### config.mk
export PLATFORM = sky130hd
export DESIGN_NAME = clocks_div
export DESIGN_NICKNAME = d
export VERILOG_FILES = /design/src/rtl/meter_pkg.sv /design/src/rtl/sq_div.sv /design/src/rtl/clocks_div.sv
export SDC_FILE = /design/constraint.sdc
export NUM_CORES = 1
export LEC_CHECK = 0
export ABC_AREA = 1
export BUFFER_PORTS_ARGS = -buffer_cell sky130_fd_sc_hd__buf_4
export CAP_MARGIN = 20
export CORE_MARGIN = 2
export CORE_UTILIZATION = 60
export CTS_BUF_LIST = sky130_fd_sc_hd__clkbuf_16
export CTS_CLUSTER_SIZE = 12
export DETAILED_ROUTE_END_ITERATION = 8
export PLACE_DENSITY_LB_ADDON = 0.2
export SYNTH_ARGS = -nofsm -noshare
export SYNTH_HDL_FRONTEND = slang
export SYNTH_SLANG_ARGS = --single-unit
### constraint.sdc
create_clock -name clk -period 1.8 [get_ports clk]
set_input_delay 0.18 -clock clk [delete_from_list [all_inputs] [get_ports clk]]
set_output_delay 0.18 -clock clk [all_outputs]
set_load 0.01 [all_outputs]
### src/rtl/meter_pkg.sv
`default_nettype none
// ============================================================================
//  Module      : meter_pkg
//  Description : Shared constants and timebase helpers for the parking-meter
//                design (system clock rate, default blink rate, half-period
//                and counter-width calculations).
//  Revision    : 1.0 - initial release
// ============================================================================
package meter_pkg;

  // System clock frequency in Hz.
  localparam int c_CLK_HZ   = 100_000_000;

  // Default display blink frequency in Hz.
  localparam int c_BLINK_HZ = 2;

  // Number of clk cycles in one half period of an out_hz square wave.
  // Degenerate requests are clamped to 1 so that elaboration can reach the
  // legality checks in the consumer instead of failing on a zero width.
  function automatic int half_period(input int clk_hz, input int out_hz);
    int half;
    if (out_hz < 1) begin
      half = 1;
    end else begin
      half = clk_hz / (2 * out_hz);
    end
    if (half < 1) begin
      half = 1;
    end
    return half;
  endfunction

  // Counter width able to hold 0 .. half-1, never narrower than one bit.
  function automatic int cnt_width(input int half);
    int w;
    if (half > 1) begin
      w = $clog2(half);
    end else begin
      w = 1;
    end
    return w;
  endfunction

endpackage : meter_pkg
`default_nettype wire

### src/rtl/sq_div.sv
`default_nettype none
// ============================================================================
//  Module      : sq_div
//  Description : Square-wave divider. Counts HALF clk cycles, then wraps the
//                counter and toggles the output in the same registered
//                update, giving a 50 % duty wave of period 2*HALF cycles.
//                The output is taken straight from a flop, so it is
//                glitch-free.
//  Revision    : 1.0 - initial release
// ============================================================================
module sq_div
  import meter_pkg::*;
#(
  parameter int HALF = 2
) (
  input  logic clk,
  input  logic rst,
  output logic out
);

  localparam int                 c_CNT_W = cnt_width(HALF);
  localparam logic [c_CNT_W-1:0] c_LAST  = c_CNT_W'(HALF - 1);
  localparam logic [c_CNT_W-1:0] c_ONE   = c_CNT_W'(1);

  logic [c_CNT_W-1:0] r_cnt;
  logic               r_out;

  // Half-period counter and toggle flop; reset clears both immediately so a
  // release always starts a fresh, full low half period.
  always_ff @(posedge clk or negedge rst) begin
    if (!rst) begin
      r_cnt <= '0;
      r_out <= 1'b0;
    end else if (r_cnt == c_LAST) begin
      r_cnt <= '0;
      r_out <= ~r_out;
    end else begin
      r_cnt <= r_cnt + c_ONE;
    end
  end

  assign out = r_out;

endmodule : sq_div
`default_nettype wire

### src/rtl/clocks_div.sv
`default_nettype none
// ============================================================================
//  Module      : clocks_div
//  Description : Derives a 1 Hz timebase and a BLINK_HZ display-blink wave
//                from the system clock. Both are registered 50 % duty square
//                waves. Because the 1 Hz half period is an exact multiple of
//                the blink half period and both counters restart together
//                from reset, every clk_1Hz toggle lands on the same clk edge
//                as a clk_blink toggle.
//  Revision    : 1.0 - initial release
// ============================================================================
module clocks_div
  import meter_pkg::*;
#(
  parameter int CLK_HZ   = c_CLK_HZ,
  parameter int BLINK_HZ = c_BLINK_HZ
) (
  input  logic clk,
  input  logic rst,
  output logic clk_1Hz,
  output logic clk_blink
);

  localparam int c_HALF_1HZ   = half_period(CLK_HZ, 1);
  localparam int c_HALF_BLINK = half_period(CLK_HZ, BLINK_HZ);

  // Reject parameter sets that cannot give exact, phase-coherent outputs.
  if (CLK_HZ < 2) begin : g_bad_clk_hz
    $error("clocks_div: CLK_HZ must be at least 2");
  end
  if (BLINK_HZ < 1) begin : g_bad_blink_hz
    $error("clocks_div: BLINK_HZ must be at least 1");
  end else if ((CLK_HZ % (2 * BLINK_HZ)) != 0) begin : g_bad_ratio
    $error("clocks_div: CLK_HZ must be divisible by 2*BLINK_HZ");
  end

  // 1 Hz countdown timebase.
  sq_div #(
    .HALF (c_HALF_1HZ)
  ) u_div_1hz (
    .clk (clk),
    .rst (rst),
    .out (clk_1Hz)
  );

  // Display blink wave.
  sq_div #(
    .HALF (c_HALF_BLINK)
  ) u_div_blink (
    .clk (clk),
    .rst (rst),
    .out (clk_blink)
  );

endmodule : clocks_div
`default_nettype wire

[Word-level counts from Yosys, hierarchy flattened]
Cells that the tools add are included.
Storage, ports and cells
  input bits: 2
  word-level logic and storage cells: 12
  bits in registers: 53
Operators by class
  add/sub/neg operators: 2
  bitwise gates (word level): 2
  eq/ne operators: 2
  muxes and demuxes: 2
Operators with widths (number)
  26-bit by 1-bit adder with 26-bit output, second input constant: 1
  26-bit equality test, second input constant: 1
  26-bit 2-to-1 mux: 1
  25-bit by 1-bit adder with 25-bit output, second input constant: 1
  25-bit equality test, second input constant: 1
  25-bit 2-to-1 mux: 1
  1-bit inverter: 2

[Logic depth before layout (Yosys ltp)]
  word-level depth: 2
  gate-level depth with buffers: 9

[By module]
A second synthesis with hierarchy kept.
Second synthesis, totals
  cells, all modules: 426
  area, all modules: 3144.3 µm²
By module, submodules not included
  sq_div at u_div_blink: times used 1, cells an instance 223, area each 1640.3 µm²
  sq_div at u_div_1hz: times used 1, cells an instance 203, area each 1503.9 µm²

[Worst setup path before layout]
No wires, ideal clock.
  path kind: reg-to-reg
  from: register u_div_1hz.r_cnt[0]
  to: register u_div_1hz.r_cnt[12]
  buffers on the path: 0
  data required time: 1.682 ns
  library setup time: 0.118 ns
  setup slack: 0.470 ns
  arrival: 1.212 ns
  stages on the path, launching flop included: 9
  period minus slack after synthesis: 1.330 ns
  cells stage by stage: dfrtp_1 -> ha_1 -> nand2_2 -> nor2_4 -> nand3_1 -> nor2_2 -> nand2_4 -> clkinv_2 -> nor2_1
On the way
  longest elaborated chain between the ends: 2
  elaborated cells between the ends (all ways): 3
  those cells by class: add/sub (1); eq/ne (1); mux (1)
RTL lines
  from (decl): line sq_div.sv:25  | logic [c_CNT_W-1:0] r_cnt;
  from (signal assigned): line sq_div.sv:38  | r_cnt <= r_cnt + c_ONE;
  26-bit by 1-bit adder with 26-bit output or 26-bit equality test (tied branches): line sq_div.sv:38, sq_div.sv:34
  26-bit 2-to-1 mux *: line sq_div.sv:34  | end else if (r_cnt == c_LAST) begin
Mark *: on every way between the ends. The rest lies on a longest branch, timed or not.
A chain may end at the register's enable or synchronous reset.

[Worst setup path after layout]
  from: register u_div_blink.r_cnt[0]
  to: register u_div_blink.r_cnt[18]
On the way
  longest elaborated chain between the ends: 2
  elaborated cells between the ends (all ways): 3
  those cells by class: add/sub (1); eq/ne (1); mux (1)
RTL lines (line)
  from (decl): sq_div.sv:25
  from (signal assigned): sq_div.sv:38
  25-bit by 1-bit adder with 25-bit output or 25-bit equality test (tied branches): sq_div.sv:38, sq_div.sv:34
  25-bit 2-to-1 mux *: sq_div.sv:34
Marked as above.

==> results.md <==
* Status: completed
* WP data arrival at 1.71 ns
* GRT Overall Usage at 22.0%
* LEAKAGE at 1.60 nW
* Initial Utilization at 63.4%
* Area Overhead vs Synth at 8.52%
* Achievable frequency at 657 MHz
* Yosys reg bits at 53
* Mapped cell area at 3050 um^2
* Ys Warns at 0
* Pwr Density at 648 nW/um^2
* Crit Path Max Fanout at 6
* Num CTS Buffers at 5
* Post-synth top area share at 43.4%
* Vias at 2460
* Worst Tran Pin Value at 0.632 ns
* Crit path time final at 1.52 ns
* Die Wd at 75.3 um
* Core area at 4820 um^2
* Endpoint class of the critical path: register
* Clk buf depth at 2
* Initial drt markers at 96
* Number of enable flip-flop cells after synthesis at 0
* RSZ-0062 raised after global routing: no
* Commonest cells post-synth: nand2_1, nor2_1, inv_1, dfrtp_1, nand3_1
* Row cnt at 25
* Unique masters post-synth at 21
* Ant diodes at 0
* Post-DR vias/cell at 4.98
* Final setup vio count at 0
* Syn_area_per_cell at 7.36 um^2
* Clock transition at the registers of the reported paths at 0.07 ns
* Tcrit/Tclk final at 84.5%
* Critical Path Source Type: register
* Pins Over Slew Limit at 0
* Setup CP Type: reg2reg
* Number of remaining DRC errors at 0
* Input/output buffers at 3
* Max Cap Violations at 0
* Relative slew slack at 57.8%
* Worst path slowest cell: dfrtp_1
* Vias in the first global route at 2293
* Initial antenna violation count at 0
* FFs w/ async S/R, synth at 100%
* Ports at 4
* Finished Core Util at 68.8%
* CTS resizes at 0
* Syn Nets at 419
* HPWL after DPL at 4.13 mm
* Critical path's largest stage delay at 0.37 ns
* Delay-heaviest family, CP: simple AND/OR/NAND/NOR gates
* Largest net degree at the start of global routing at 54
* Peak VDD IR at 0.554 mV
* Synth area leader: dfrtp_1
* Grt ovf at 0
* Top cells by area in the synthesized netlist: dfrtp_1, nand2_1, nor2_1
* CTS sink cnt at 53
* H-tree depth at 2
* Ys flop type: dfrtp_1
* Final nets at 430
* Share of cells above drive strength 1 at 9.60%
* Part of the Yosys area used for sequential elements at 43.4%
* Top-count cell post-synth: nand2_1
* Setup bufs post-CTS at 0
* Hold Fails Final Rpt at 0
* Drt wl/cell at 11.1 um
* Gate Count Post-Synth at 415
* Worst hold path type: in2async
* CP Buf/Inv Count at 0
* Worst Skew at 0.00459 ns
* Antenna-violating nets left at 0
* Die Area at 5680 um^2
* Root Buffer: clkbuf_16
* DIE HEIGHT at 75.3 um
* CP required at 1.98 ns
* First-pass GRT wire length at 9.56 mm
* Detailed Routing Iterations Pass 1 at 4
* Crit-path cells: ha_1, nand2_2, nor2_4, nand3b_1, nor2_1, nand2_1, nand2_1, nor2_1
* Worst skew pair latency at 0.29 ns
* Final Wtd Congestion at 0.904
* CTS tree: built
* Post-Route WL at 5.50 mm
* TNS Setup at 0 ns
* Post-CTS Hold Fix Bufs at 1
state kept, by name, summed over array words and instances, names as in the netlist:
signal             count
u_div_1hz.r_cnt       26
u_div_blink.out        1
u_div_1hz.out          1
u_div_blink.r_cnt     25
per-stage QoR:
stage	std cells	hold WS (ns)	cell area [um^2]	setup WS, ns	power, W
4_1_cts	494	0.464	3310	0.298	0.00218
3_5_place_dp	485	0.250	3160	0.306	0.00124
6_report	494	0.457	3310	0.278	0.00215
3_3_place_gp	485	0.247	3160	0.357	0.00124
2_1_floorplan	415	-0.116	3050	0.470	0.00121
5_1_grt	494	0.500	3310	0.171	0.00223
cells by family after synthesis:
logic type	Yosys count	synth area share [%]
adders and majority gates	2	0.819
buffers and inverters	56	6.92
xor gates and xnor gates	25	7.17
and+or+nand+nor	266	39.3
DFF	53	43.4
AOI/OAI and AO/OA	13	2.38
routing by layer:
metal / GRT usage, % / vias up / part of all wire, %
met5: 0 / - / 0
met4: 8.38 / 0 / 1.6
met3: 3.97 / 8 / 2.5
li1: - / 1280 / -
met2: 38.3 / 32 / 50
met1: 27.5 / 1140 / 46
layout by cell type (no fill, tap or decap), types with 2 or more instances in the layout:
cell	instances
xor2_1	22
clkinvlp_4	2
xnor2_1	3
nand3_1	29
nor2_2	7
ha_1	2
nand4_1	3
o21bai_1	3
a21oi_1	10
nand2_1	106
buf_4	3
inv_1	55
nor2_1	91
nor2_4	10
nor3_1	3
clkbuf_16	5
nand2_2	9
nand3b_1	4
nand2_4	2
dfrtp_1	53
worst paths after layout:
kind | slack [ns] | cells after the start | start | end
max | 0.28 | 8 | u_div_blink.r_cnt[0] | u_div_blink.r_cnt[18]
min | 0.46 | 2 | rst | u_div_1hz.r_cnt[6]
max reg2reg | 0.28 | 8 | u_div_blink.r_cnt[0] | u_div_blink.r_cnt[18]
min reg2reg | 0.46 | 1 | u_div_blink.r_cnt[0] | u_div_blink.r_cnt[0]
max in group asynchronous | 0.92 | 2 | rst | u_div_1hz.r_cnt[18]
min in group clk | 0.46 | 1 | u_div_blink.r_cnt[0] | u_div_blink.r_cnt[0]
area by class of cell:
type	count	area, um^2
clock buffers	5	125
fillers	402	1500
multi-input cells	306	1520
clock inverters	3	18.8
flip-flops and latches	53	1330
repair buffers	4	32.5
inverters	56	211
well taps	67	83.8
report_power, final:
| part | switching (W) | internal, W |
|---|---|---|
| registers | 0 | 0.00119 |
| clock network | 0.000421 | 0.000510 |
| logic | 0.0000214 | 0.00000285 |
| total | 0.000443 | 0.00170 |
No activity file was read; power rests on OpenSTA's default activity.
